===== src/rtl/uart_rx.sv =====
// UART receiver: 16x oversampled, LSB-first, one stop bit of SB_TICK ticks.
// Emits a one-cycle rx_done_tick with the byte, or a one-cycle o_frame_err
// when the stop bit samples low.
module uart_rx #(
    parameter int unsigned DBIT    = 8,
    parameter int unsigned SB_TICK = 16
) (
    input  logic            i_clk,
    input  logic            i_reset,
    input  logic            i_rx,
    input  logic            s_tick,
    output logic            rx_done_tick,
    output logic [DBIT-1:0] rx_data_out,
    output logic            o_frame_err
);

    localparam int unsigned   NW      = (DBIT > 1) ? $clog2(DBIT) : 1;
    localparam logic [NW-1:0] NLast   = NW'(DBIT - 1);
    localparam logic [3:0]    SMid    = 4'd7;
    localparam logic [3:0]    SBitEnd = 4'd15;
    localparam logic [3:0]    SStop   = 4'(SB_TICK - 1);

    typedef enum logic [1:0] {StIdle, StStart, StData, StStop} state_e;

    state_e            state_q, state_d;
    logic [3:0]        s_cnt_q, s_cnt_d;
    logic [NW-1:0]     n_cnt_q, n_cnt_d;
    logic [DBIT-1:0]   b_q, b_d;
    logic [DBIT-1:0]   data_q, data_d;
    logic              done_q, done_d;
    logic              ferr_q, ferr_d;
    logic              rx_meta_q, rx_q;

    // Two-flop synchronizer; resets to the idle (high) line level.
    always_ff @(posedge i_clk or negedge i_reset) begin
        if (!i_reset) begin
            rx_meta_q <= 1'b1;
            rx_q      <= 1'b1;
        end else begin
            rx_meta_q <= i_rx;
            rx_q      <= rx_meta_q;
        end
    end

    // State, counters, shift register and registered outputs.
    always_ff @(posedge i_clk or negedge i_reset) begin
        if (!i_reset) begin
            state_q <= StIdle;
            s_cnt_q <= '0;
            n_cnt_q <= '0;
            b_q     <= '0;
            data_q  <= '0;
            done_q  <= 1'b0;
            ferr_q  <= 1'b0;
        end else begin
            state_q <= state_d;
            s_cnt_q <= s_cnt_d;
            n_cnt_q <= n_cnt_d;
            b_q     <= b_d;
            data_q  <= data_d;
            done_q  <= done_d;
            ferr_q  <= ferr_d;
        end
    end

    // Next-state logic; without s_tick every non-idle state holds.
    always_comb begin
        state_d = state_q;
        s_cnt_d = s_cnt_q;
        n_cnt_d = n_cnt_q;
        b_d     = b_q;
        data_d  = data_q;
        done_d  = 1'b0;
        ferr_d  = 1'b0;
        unique case (state_q)
            StIdle: begin
                if (!rx_q) begin
                    state_d = StStart;
                    s_cnt_d = '0;
                end
            end
            StStart: begin
                if (s_tick) begin
                    if (s_cnt_q == SMid) begin
                        // Line back high at mid start bit: treat as a glitch.
                        if (!rx_q) begin
                            state_d = StData;
                            s_cnt_d = '0;
                            n_cnt_d = '0;
                        end else begin
                            state_d = StIdle;
                        end
                    end else begin
                        s_cnt_d = s_cnt_q + 4'd1;
                    end
                end
            end
            StData: begin
                if (s_tick) begin
                    if (s_cnt_q == SBitEnd) begin
                        s_cnt_d = '0;
                        b_d     = {rx_q, b_q[DBIT-1:1]};
                        if (n_cnt_q == NLast) begin
                            state_d = StStop;
                        end else begin
                            n_cnt_d = n_cnt_q + 1'b1;
                        end
                    end else begin
                        s_cnt_d = s_cnt_q + 4'd1;
                    end
                end
            end
            StStop: begin
                if (s_tick) begin
                    if (s_cnt_q == SStop) begin
                        state_d = StIdle;
                        if (rx_q) begin
                            data_d = b_q;
                            done_d = 1'b1;
                        end else begin
                            ferr_d = 1'b1;
                        end
                    end else begin
                        s_cnt_d = s_cnt_q + 4'd1;
                    end
                end
            end
            default: state_d = StIdle;
        endcase
    end

    assign rx_done_tick = done_q;
    assign o_frame_err  = ferr_q;
    assign rx_data_out  = data_q;

endmodule


===== config.mk =====
export PLATFORM = sky130hd
export DESIGN_NAME = uart_rx
export DESIGN_NICKNAME = d
export VERILOG_FILES = /design/src/rtl/uart_rx.sv
export SDC_FILE = /design/constraint.sdc
export NUM_CORES = 1
export LEC_CHECK = 0
export ABC_AREA = 1
export BUFFER_PORTS_ARGS = -buffer_cell sky130_fd_sc_hd__buf_2
export CORE_MARGIN = 2
export CORE_UTILIZATION = 57
export DETAILED_ROUTE_END_ITERATION = 10
export GPL_ROUTABILITY_DRIVEN = 0
export GPL_TIMING_DRIVEN = 0
export PLACE_DENSITY = 0.85
export SLEW_MARGIN = 20
export SYNTH_ARGS = -nofsm -noshare
export SYNTH_HDL_FRONTEND = slang
export SYNTH_SLANG_ARGS = --single-unit

===== constraint.sdc =====
create_clock -name i_clk -period 1.9 [get_ports i_clk]
set_input_delay 0.38 -clock i_clk [delete_from_list [all_inputs] [get_ports i_clk]]
set_output_delay 0.38 -clock i_clk [all_outputs]
set_load 0.01 [all_outputs]

# Yosys cells after proc, flatten, opt, wreduce, memory -nomap -nowiden
# Cells that the tools add are included.
# classes
multipliers	0
n_eq_ne	17
addsub	2
div	0
n_lt_le_gt_ge	0
n_bitwise	0
shifts	0
reduce_logical	7
n_mux	33
# ops
cell	n
two-way mux 4 bit	7
!= test 2 bit (second input constant)	11
two-way mux 2 bit	9
two-way mux 3 bit	6
one-hot mux 4 bit (4 select lines)	1
two-way mux 1 bit	8
one-hot mux 2 bit (4 select lines)	1
AND reduction 4 bit	2
AND reduction 8 bit	1
AND reduction 7 bit	1
one-hot mux 3 bit (2 select lines)	1
adder 4 x 1 -> 4 bit (second input constant)	1
equality test 2 bit (second input constant)	2
equality test 4 x 3 -> 1 bit (second input constant)	1
equality test 4 bit (second input constant)	1
adder 3 x 1 -> 3 bit (second input constant)	1
equality test 3 bit (second input constant)	1
AND reduction 3 bit	1
equality test 2 x 1 -> 1 bit (second input constant)	1
zero test 2 bit	1
nonzero test 2 bit	1
# word_totals
word_cells	68
latchBits	0
n_memories	0
romBits	0
ram_bits	0
ff_bits	29

# Logic depth before layout (Yosys ltp)
# Gate-level depths: netlist of the first run.
# logic_depth
word_depth	5
depth_mapped	10
ltp_nobuf	10

# Worst setup path after synthesis of the first run
# OpenSTA, ideal clock, no wires.
# synth_path
path_type	register to register
from	register s_cnt_q[0]
to	register data_q[6] (netlist: rx_data_out[6])
path_buffers	1
path_slack_ns	0.560
path_stages_with_launch	10
t_required_ns	1.783
period_less_slack_ns	1.340
t_arrival_ns	1.223
path_cell_list	dfrtp_1 -> ha_1 -> nand2_2 -> nor2_4 -> nand2_2 -> inv_2 -> nand3_4 -> buf_6 -> nand2_2 -> o21ai_2
# synth_between
elab_chain_len	2
# synth_rtl
item	line_no	rtl
start, declared	26	logic [3:0] s_cnt_q, s_cnt_d;
start signal, assigned	57	s_cnt_q <= s_cnt_d;
equality test 4 bit	115	if (s_cnt_q == SStop) begin
AND reduction 4 bit (no source line)	n/a	
end signal, assigned	60	data_q <= data_d;
end, declared	29	logic [DBIT-1:0] data_q, data_d;
# Every way passes these cells.
# A chain may end at the register's enable or synchronous reset.

# Worst setup path in the final report of the first run
# layout_path
from	register s_cnt_q[0]
to	register data_q[7] (netlist: rx_data_out[7])
# Same word-level chain as after synthesis.

==> metrics.txt, run 1 <==
status complete, no violations; die span in x 53.3 µm; Seq pwr share 40.8%; 1st-iter DRT viols 17; CP Cell Sequence ha_1 > nand2_2 > nor2_4 > nand2_2 > inv_2 > nand3_4 > buf_6 > nand2_2 > o21ai_2; num ports 14; commonest cells in the netlist nand2_1 (51), dfrtp_1 (27), inv_1 (21); syn avg cell area 8.61 µm²; internal power 1220 µW; Clk pwr share 34.3%; post-synth top area cell dfrtp_1; Synth cell types 21; RSZ-0062 raised after global routing no; Overall Power 1820 µW; Hold WC Path Type in2async; vias per cell 5.21; Core Area 0.00225 mm²; post-CTS setup buffer count 0; Clock Skew 10.7 ps; CP most frequent cell nand2_2; max_cap viols 0; maximum clock path buffer count 2; initial core utilization 61.5%; WS Path Type reg2reg; crit path DAT 1770 ps; Slew Limit Fails 0; Worst Path Required 2120 ps; layout cells sized above 1 24.7%; die area 0.00284 mm²; Leak Pwr 0.000846 µW; startpoint types register; synthesized area 0.00139 mm²; clk root buf clkbuf_4; synth top area cells dfrtp_1 (49%), nand2_1 (14%), inv_1 (5.7%); vias in the first global route 1023; crit share post-route 81.4%; worst relative slew slack 58.8%; DRT Wirelength 2470 µm; nets 188; min Tclk post-route 1550 ps; crit end category register; slowest cell on the critical path dfrtp_1; Sw Pwr 597 µW; DR vias 1095; Gate Count Post-Synth 161; largest net degree at the start of global routing 30; Post-synth EDFFs 0; final hold vios 0; prevailing post-synth register cell dfrtp_1; H-tree Lvls 2; switching share of power 32.8%; area share of the leading cell type in the synthesized netlist 48.7%; n_diodes 0; CTS tree yes; grt ovf 0; CTS buffer count 5; TritonRoute pass-1 iters 4; Setup TNS Final 0 ps; Core Rows 17; port bufs 13; quantity of hold-fixing buffers added after cts 0; synthesis-to-finish area growth 14.6%; Yosys reg bits 29; Max IR drop VDD 0.972 mV; crit path max fanout 10; clock latency on the worst-skew pair 320 ps; DRC viols 0; # clock sinks 29; YS warnings 0; Seq/Total Area, Yosys 52.5%; first-pass GRT wire length 4240 µm; mean routed wirelength per cell 11.7 µm; total track usage 21.5%; slowest stage delay, CP 390 ps; # resized after CTS 0; die height 53.3 µm; Async S/R FF share, synth 100%; Final Setup Violations 0; fmax 646 MHz; CTS clk-pin slew, worst paths 100 ps; cell with the most instances after synthesis nand2_1; post-detail-place hpwl 1830 µm; combinational share of power 24.9%; initial antenna violation count 0; Routed Antenna Nets 0; worst hold slack 58.6 ps; Post-Syn Nets 168; Cell Pwr Density 1150 mW/mm²; Worst Max-Slew Pin Slew 617 ps
[sequential cells by signal, summed over array words and instances, names as in the netlist, named ones only]
name and count:
rx_meta_q 1, rx_data_out 8, o_frame_err 1, n_cnt_q 3, state_q 1, s_cnt_q 4
b_q 8, rx_done_tick 1, rx_q 1
[path summary, 6_finish.rpt]
check                           start             end  slack (ps)  cells past startpoint
setup / recovery           s_cnt_q[0]  rx_data_out[7]         350                      9
hold / removal                i_reset  rx_data_out[2]          60                      1
setup reg to reg           s_cnt_q[0]  rx_data_out[7]         350                      9
hold reg to reg             rx_meta_q            rx_q         360                      0
max in group asynchronous     i_reset      state_q[0]        1430                      1
min in group i_clk               i_rx       rx_meta_q         150                      1
[layout by cell type (no fill, tap or decap), types with 2 or more instances in the layout]
cell | netlist | routed
nor2_1 | 11 | 11
inv_1 | 21 | 21
nor2_2 | 3 | 3
inv_2 | 3 | 3
ha_1 | 3 | 3
o21ai_0 | 9 | 9
nand4_1 | 2 | 2
nand3_1 | 7 | 7
nand3b_1 | 2 | 2
buf_6 | 2 | 2
clkbuf_4 | 0 | 5
o21ai_2 | 7 | 7
dfstp_2 | 2 | 2
dfrtp_1 | 27 | 27
nand2_1 | 51 | 51
o21ai_1 | 2 | 2
nand2_2 | 4 | 4
bufinv_16 | 0 | 2
buf_2 | 0 | 13
[power groups by stage]
stage / Combinational (µW) / Sequential [µW] / Clock (µW)
floorplan: 349 / 739 / 0
global placement: 413 / 749 / 0
detailed placement: 447 / 756 / 0
CTS: 454 / 744 / 632
global route: 518 / 751 / 658
finish: 454 / 743 / 625
[worst max-delay path: cells and delay by family (launching register included)]
kind                     cells  cell delay, ps
AO/OA/AOI/OAI                1              50
adder cells (fa/ha/maj)      1             260
flip-flops                   1             390
AND/OR/NAND/NOR              5             490
buffers and inverters        2             250
[per-layer routing]
layer	track usage [%]	routed length, µm	vias to the layer above
met2	34.2	1230	29
met3	5.08	102	5
met5	0	0	-
met4	11.5	37	0
met1	26.7	1100	517
li1	-	-	544
[metrics by stage]
step	util (%)	worst slack (ps)	cells	instance area [µm²]
global route	70.5	251	210	1590
CTS	70.5	356	210	1590
global placement	65.9	439	202	1490
finish	70.5	353	210	1590
detailed placement	65.9	373	202	1490
floorplan	-	560	161	1390
[cell type report]
type                    count  area, µm²
repair buffers             13       65.1
inverters                  24       90.1
plain buffers               2       22.5
fillers                   178        666
clock inverters             3       65.1
flip-flops and latches     29        728
clock buffers               5       37.5
well taps                  28       35.0
multi-input cells         106        546
[logic make-up after synthesis]
kind of cell	share of synthesized area [%]
adder cells (fa/ha/maj)	2.71
buffers and inverters	8.12
AND/OR/NAND/NOR	27.6
flip-flops	52.5
XOR/XNOR	0.632
AO/OA/AOI/OAI	8.39
(Power assumes the default switching activity.)
==> inputs of run 2 (changes only) <==
clock period = 1.6 ns   (was 1.9 ns; I/O delays follow)
==> metrics.txt, run 2 (synthesis gave the netlist of run 1 again) <==
status finished, violations left; violated checks negative hold slack; DRT Wirelength 2540 µm; 1st-iter DRT viols 21; most frequent cells in the layout nand2_1 (51), dfrtp_1 (27), inv_1 (21); worst relative slew slack 59.0%; slowest stage delay, CP 440 ps; Slew Limit Fails 0; layout cells sized above 1 25.3%; grt ovf 0; Clock Skew 11.0 ps; post-detail-place hpwl 1830 µm; Worst Path Required 1820 ps; port bufs 13; die span in x 53.3 µm; first-pass GRT wire length 4240 µm; initial core utilization 61.5%; Hold WC Path Type in2async; worst r2r dst rx_data_out[7]; nets 188; Core Area 0.00225 mm²; synthesis-to-finish area growth 15.5%; CTS tree yes; fin worst setup slack 99.1 ps; CTS buffer count 5; RSZ-0062 raised after global routing no; Critical Path End rx_data_out[7]; Worst Max-Slew Pin Slew 615 ps; TritonRoute pass-1 iters 4; # clock sinks 29; largest net degree at the start of global routing 30; maximum clock path buffer count 2; post-CTS setup buffer count 0; Cell Pwr Density 1370 mW/mm²; Placement Setup Slack 73.2 ps; num ports 14; final hold vios 10; initial antenna violation count 0; startpoint types register; Setup TNS Final 0 ps; DR vias 1098; crit path DAT 1720 ps; Final Setup Violations 0; clk root buf clkbuf_4; # resized after CTS 0; critical path depth in cells 9; critical path's top delay family simple AND/OR/NAND/NOR gates; Max IR drop VDD 1.18 mV; CP Cell Sequence ha_4 > nand2_2 > nor2_4 > nand2_2 > inv_2 > nand3_4 > buf_6 > nand2_2 > o21ai_2; flop2flop setup slack 100 ps; R2R Path Start s_cnt_q[0]; commonest non-fill, non-tap cell in the layout nand2_1; fmax 666 MHz; total track usage 21.5%; crit share post-route 93.8%; mean routed wirelength per cell 12.1 µm; vias per cell 5.23; n_diodes 0; CP most frequent cell nand2_2; vias in the first global route 1023; DRC viols 0; Buf+Inv Stages, Crit Path 2; max_cap viols 0; worst hold slack -1.74 ps; min Tclk post-route 1500 ps; Routed Antenna Nets 0; slowest cell on the critical path dfrtp_1; clock latency on the worst-skew pair 320 ps; crit path max fanout 10; die area 0.00284 mm²; Leak Pwr 0.000844 µW; H-tree Lvls 2; crit end category register; quantity of hold-fixing buffers added after cts 0; die height 53.3 µm; Core Rows 17; reg2reg path depth 9; WS Path Type reg2reg; Critical Path Start s_cnt_q[0]; CTS clk-pin slew, worst paths 100 ps
-- run 2: cell types whose count changed in the layout (fill, tap and decap cells not counted) --
cell | previous run | this run
ha_4 | 0 | 1
ha_1 | 3 | 2
-- run 2: where the power goes --
group / leakage, µW / switching [µW] / internal, µW
Sequential: 0.000393 / 89.4 / 805
Clock: 0.0000552 / 259 / 484
Combinational: 0.000396 / 383 / 177
Total: 0.000844 / 731 / 1470
-- run 2: layout make-up --
cell class | instances | area (µm²)
Clock inverter | 3 | 65.1
Fill cell | 178 | 653
Timing Repair Buffer | 13 | 65.1
Sequential cell | 29 | 728
Clock buffer | 5 | 37.5
Inverter | 24 | 90.1
Multi-Input combinational cell | 106 | 558
Tap cell | 28 | 35.0
Buffer | 2 | 22.5
-- run 2: worst register-to-register path, stage by stage, from the launching register on --
cell and delay, ps:
dfrtp_1 440, ha_4 190, nand2_2 90, nor2_4 140
nand2_2 90, inv_2 70, nand3_4 100, buf_6 180
nand2_2 60, o21ai_2 50
-- run 2: per-layer routing --
layer | vias to the layer above | global-route usage [%] | routed length (µm)
li1 | 540 | - | -
met1 | 528 | 26.7 | 1120
met2 | 25 | 34.2 | 1290
met3 | 5 | 5.08 | 96
met4 | 0 | 11.5 | 35
met5 | - | 0 | 0
-- run 2: through the flow --
| stage | hold slack (ps) | utilization (%) | power, µW | cells | cell area [µm²] |
|---|---|---|---|---|---|
| finish | -1.74 | 71.0 | 2200 | 210 | 1600 |
| detailed placement | 349 | 65.9 | 1430 | 202 | 1490 |
| CTS | 13.9 | 70.5 | 2170 | 210 | 1590 |
| global route | 44.1 | 71.0 | 2320 | 210 | 1600 |
| global placement | 346 | 65.9 | 1380 | 202 | 1490 |
| floorplan | 24.4 | - | 1290 | 161 | 1390 |
-- run 2: worst min-delay path by stage --
| stage | cells past startpoint | endpoint | slack (ps) | startpoint |
|---|---|---|---|---|
| final | 1 | rx_data_out[2] | -2 | i_reset |
| after global routing | 1 | rx_data_out[2] | 40 | i_reset |
| after CTS | 1 | rx_data_out[2] | 10 | i_reset |
| after detailed placement | 0 | rx_q | 350 | rx_meta_q |
| after global placement | 0 | rx_q | 350 | rx_meta_q |
| after floorplan | 0 | async pin | 20 | i_reset |
==> inputs of run 3 (changes only) <==
ABC_AREA = 0   (was 1)
==> metrics.txt, run 3 <==
status finished, violations left; violated checks negative setup slack; cell with the most instances after synthesis dfrtp_1; Post-Syn Nets 114; combinational share of power 37.0%; slowest cell on the critical path dfrtp_1; die height 54.0 µm; most frequent cells in the layout dfrtp_1 (27), buf_2 (16), mux2_4 (12); post-detail-place hpwl 1680 µm; fmax 604 MHz; min Tclk post-route 1650 ps; grt ovf 0; worst relative slew slack 57.3%; placed cells 150; cell area after layout 0.00168 mm²; CTS tree yes; nets 139; Worst Max-Slew Pin Slew 641 ps; fin cells 163; Routed Antenna Nets 0; die area 0.00292 mm²; initial antenna violation count 0; clock latency on the worst-skew pair 320 ps; crit share post-route 103%; DRC viols 0; slowest stage delay, CP 400 ps; Fill cells 167; # clock sinks 29; num ports 14; internal power 1430 µW; CTS buffer count 5; synthesis-to-finish area growth 17.7%; Hold WC Path Type in2async; maximum clock path buffer count 2; Final Setup Violations 3; 1st-iter DRT viols 11; vias in the first global route 905; clk root buf clkbuf_4; port bufs 13; crit path DAT 1870 ps; Worst Path Required 1810 ps; Post-synth EDFFs 0; Cell Pwr Density 1280 mW/mm²; quantity of hold-fixing buffers added after cts 0; Leak Pwr 0.000859 µW; WS Path Type reg2reg; Critical Path Start n_cnt_q[0]; area share of the leading cell type in the synthesized netlist 47.4%; layout cells sized above 1 45.1%; CTS clk-pin slew, worst paths 90 ps; Synth cell types 36; n_diodes 0; DRT Wirelength 2630 µm; Seq/Total Area, Yosys 51.1%; Max IR drop VDD 0.901 mV; vias per cell 5.79; R2R Path Start n_cnt_q[0]; Clock Skew 9.85 ps; Async S/R FF share, synth 100%; crit end category register; Seq pwr share 41.8%; synthesized area 0.00143 mm²; first-pass GRT wire length 4260 µm; crit path max fanout 2; fin worst setup slack -54.4 ps; Core Area 0.00243 mm²; DR vias 943; commonest non-fill, non-tap cell in the layout dfrtp_1; Sw Pwr 720 µW; mean routed wirelength per cell 16.1 µm; Clk pwr share 21.2%; Gate Count Post-Synth 107; FF+latch area 728 µm²; post-synth top area cell dfrtp_1; startpoint types register; initial core utilization 58.6%; die span in x 54.0 µm; synth top area cells dfrtp_1 (47%), mux2_4 (12%), mux2_1 (3.9%); switching share of power 33.5%; total track usage 21.4%; prevailing post-synth register cell dfrtp_1; TritonRoute pass-1 iters 4; commonest cells in the netlist dfrtp_1 (27), mux2_4 (11), a22o_1 (5), mux2_1 (5), nand2_1 (5); syn avg cell area 13.3 µm²; Placed Area 0.00154 mm²; H-tree Lvls 2; YS warnings 0; Core Rows 18; Multi-input gate area 672 µm²; RSZ-0062 raised after global routing yes; Slew Limit Fails 0; Yosys reg bits 29; CP Cell Sequence ha_2 > ha_4 > nor3b_4 > o21ai_2 > a221o_1 > a22o_1; largest net degree at the start of global routing 30; max_cap viols 0; final hold vios 0
[run 3: per-stage QoR]
step	hold slack (ps)	utilization (%)	total power, µW	worst slack (ps)	setup TNS [ps]
6_report	8.77	69.0	2150	-54.4	-111
5_1_grt	53.9	69.0	2280	-137	-411
4_1_cts	7.06	67.9	2090	-57.6	-117
3_5_place_dp	350	63.1	1580	-156	-884
3_3_place_gp	346	63.1	1550	-66.4	-529
2_1_floorplan	24.4	-	1450	2.70	0
[run 3: power by group through the flow]
| stage | combinational, µW | clock (µW) | sequential [µW] |
|---|---|---|---|
| 2_1_floorplan | 563 | 0 | 882 |
| 3_3_place_gp | 657 | 0 | 892 |
| 3_5_place_dp | 682 | 0 | 898 |
| 4_1_cts | 719 | 477 | 897 |
| 5_1_grt | 867 | 506 | 906 |
| 6_report | 794 | 455 | 897 |
[run 3: layer usage]
metal	global-route usage, %	vias to the layer above	wire length (µm)
li1	-	449	-
met1	26.1	461	1130
met2	35.0	28	1320
met3	5.83	5	124
met4	10.0	0	49
met5	0	-	0
[run 3: area by class of cell]
class,instances,area share (%)
sequential,29,43.4
multi-input combinational,68,40.0
timing repair buffer,19,7.30
clock buffer,8,3.50
buffer,7,3.13
tap,30,2.24
inverter,2,0.447
[run 3: cell families after synthesis]
kind of cell	after synthesis	share of synthesized area, %
AO/OA/AOI/OAI	22	12.7
XOR/XNOR	1	0.614
adder cells (fa/ha/maj)	3	2.63
buffers and inverters	10	4.74
flip-flops	29	51.1
multiplexers	18	17.1
AND/OR/NAND/NOR	24	11.1
[run 3: final timing paths]
kind | to | slack (ps) | cells past startpoint
setup reg to reg | n_cnt_q[1] | -50 | 6
min in group i_clk | rx_meta_q | 100 | 1
hold / removal | o_frame_err | 9 | 1
setup / recovery | n_cnt_q[1] | -50 | 6
hold reg to reg | rx_q | 360 | 0
max in group asynchronous | s_cnt_q[0] | 1170 | 1
[run 3: what timing repair did]
item                       CTS  global route
buffers inserted             4             2
pin swaps                    4             5
gates resized for setup      7             0
setup endpoints to repair   19            19
[run 3: worst max-delay path, delay by kind of cell, from the launching register on]
| family | cells | cell delay [ps] |
|---|---|---|
| adder cells (fa/ha/maj) | 2 | 370 |
| AND/OR/NAND/NOR | 1 | 200 |
| flip-flops | 1 | 400 |
| AO/OA/AOI/OAI | 3 | 580 |
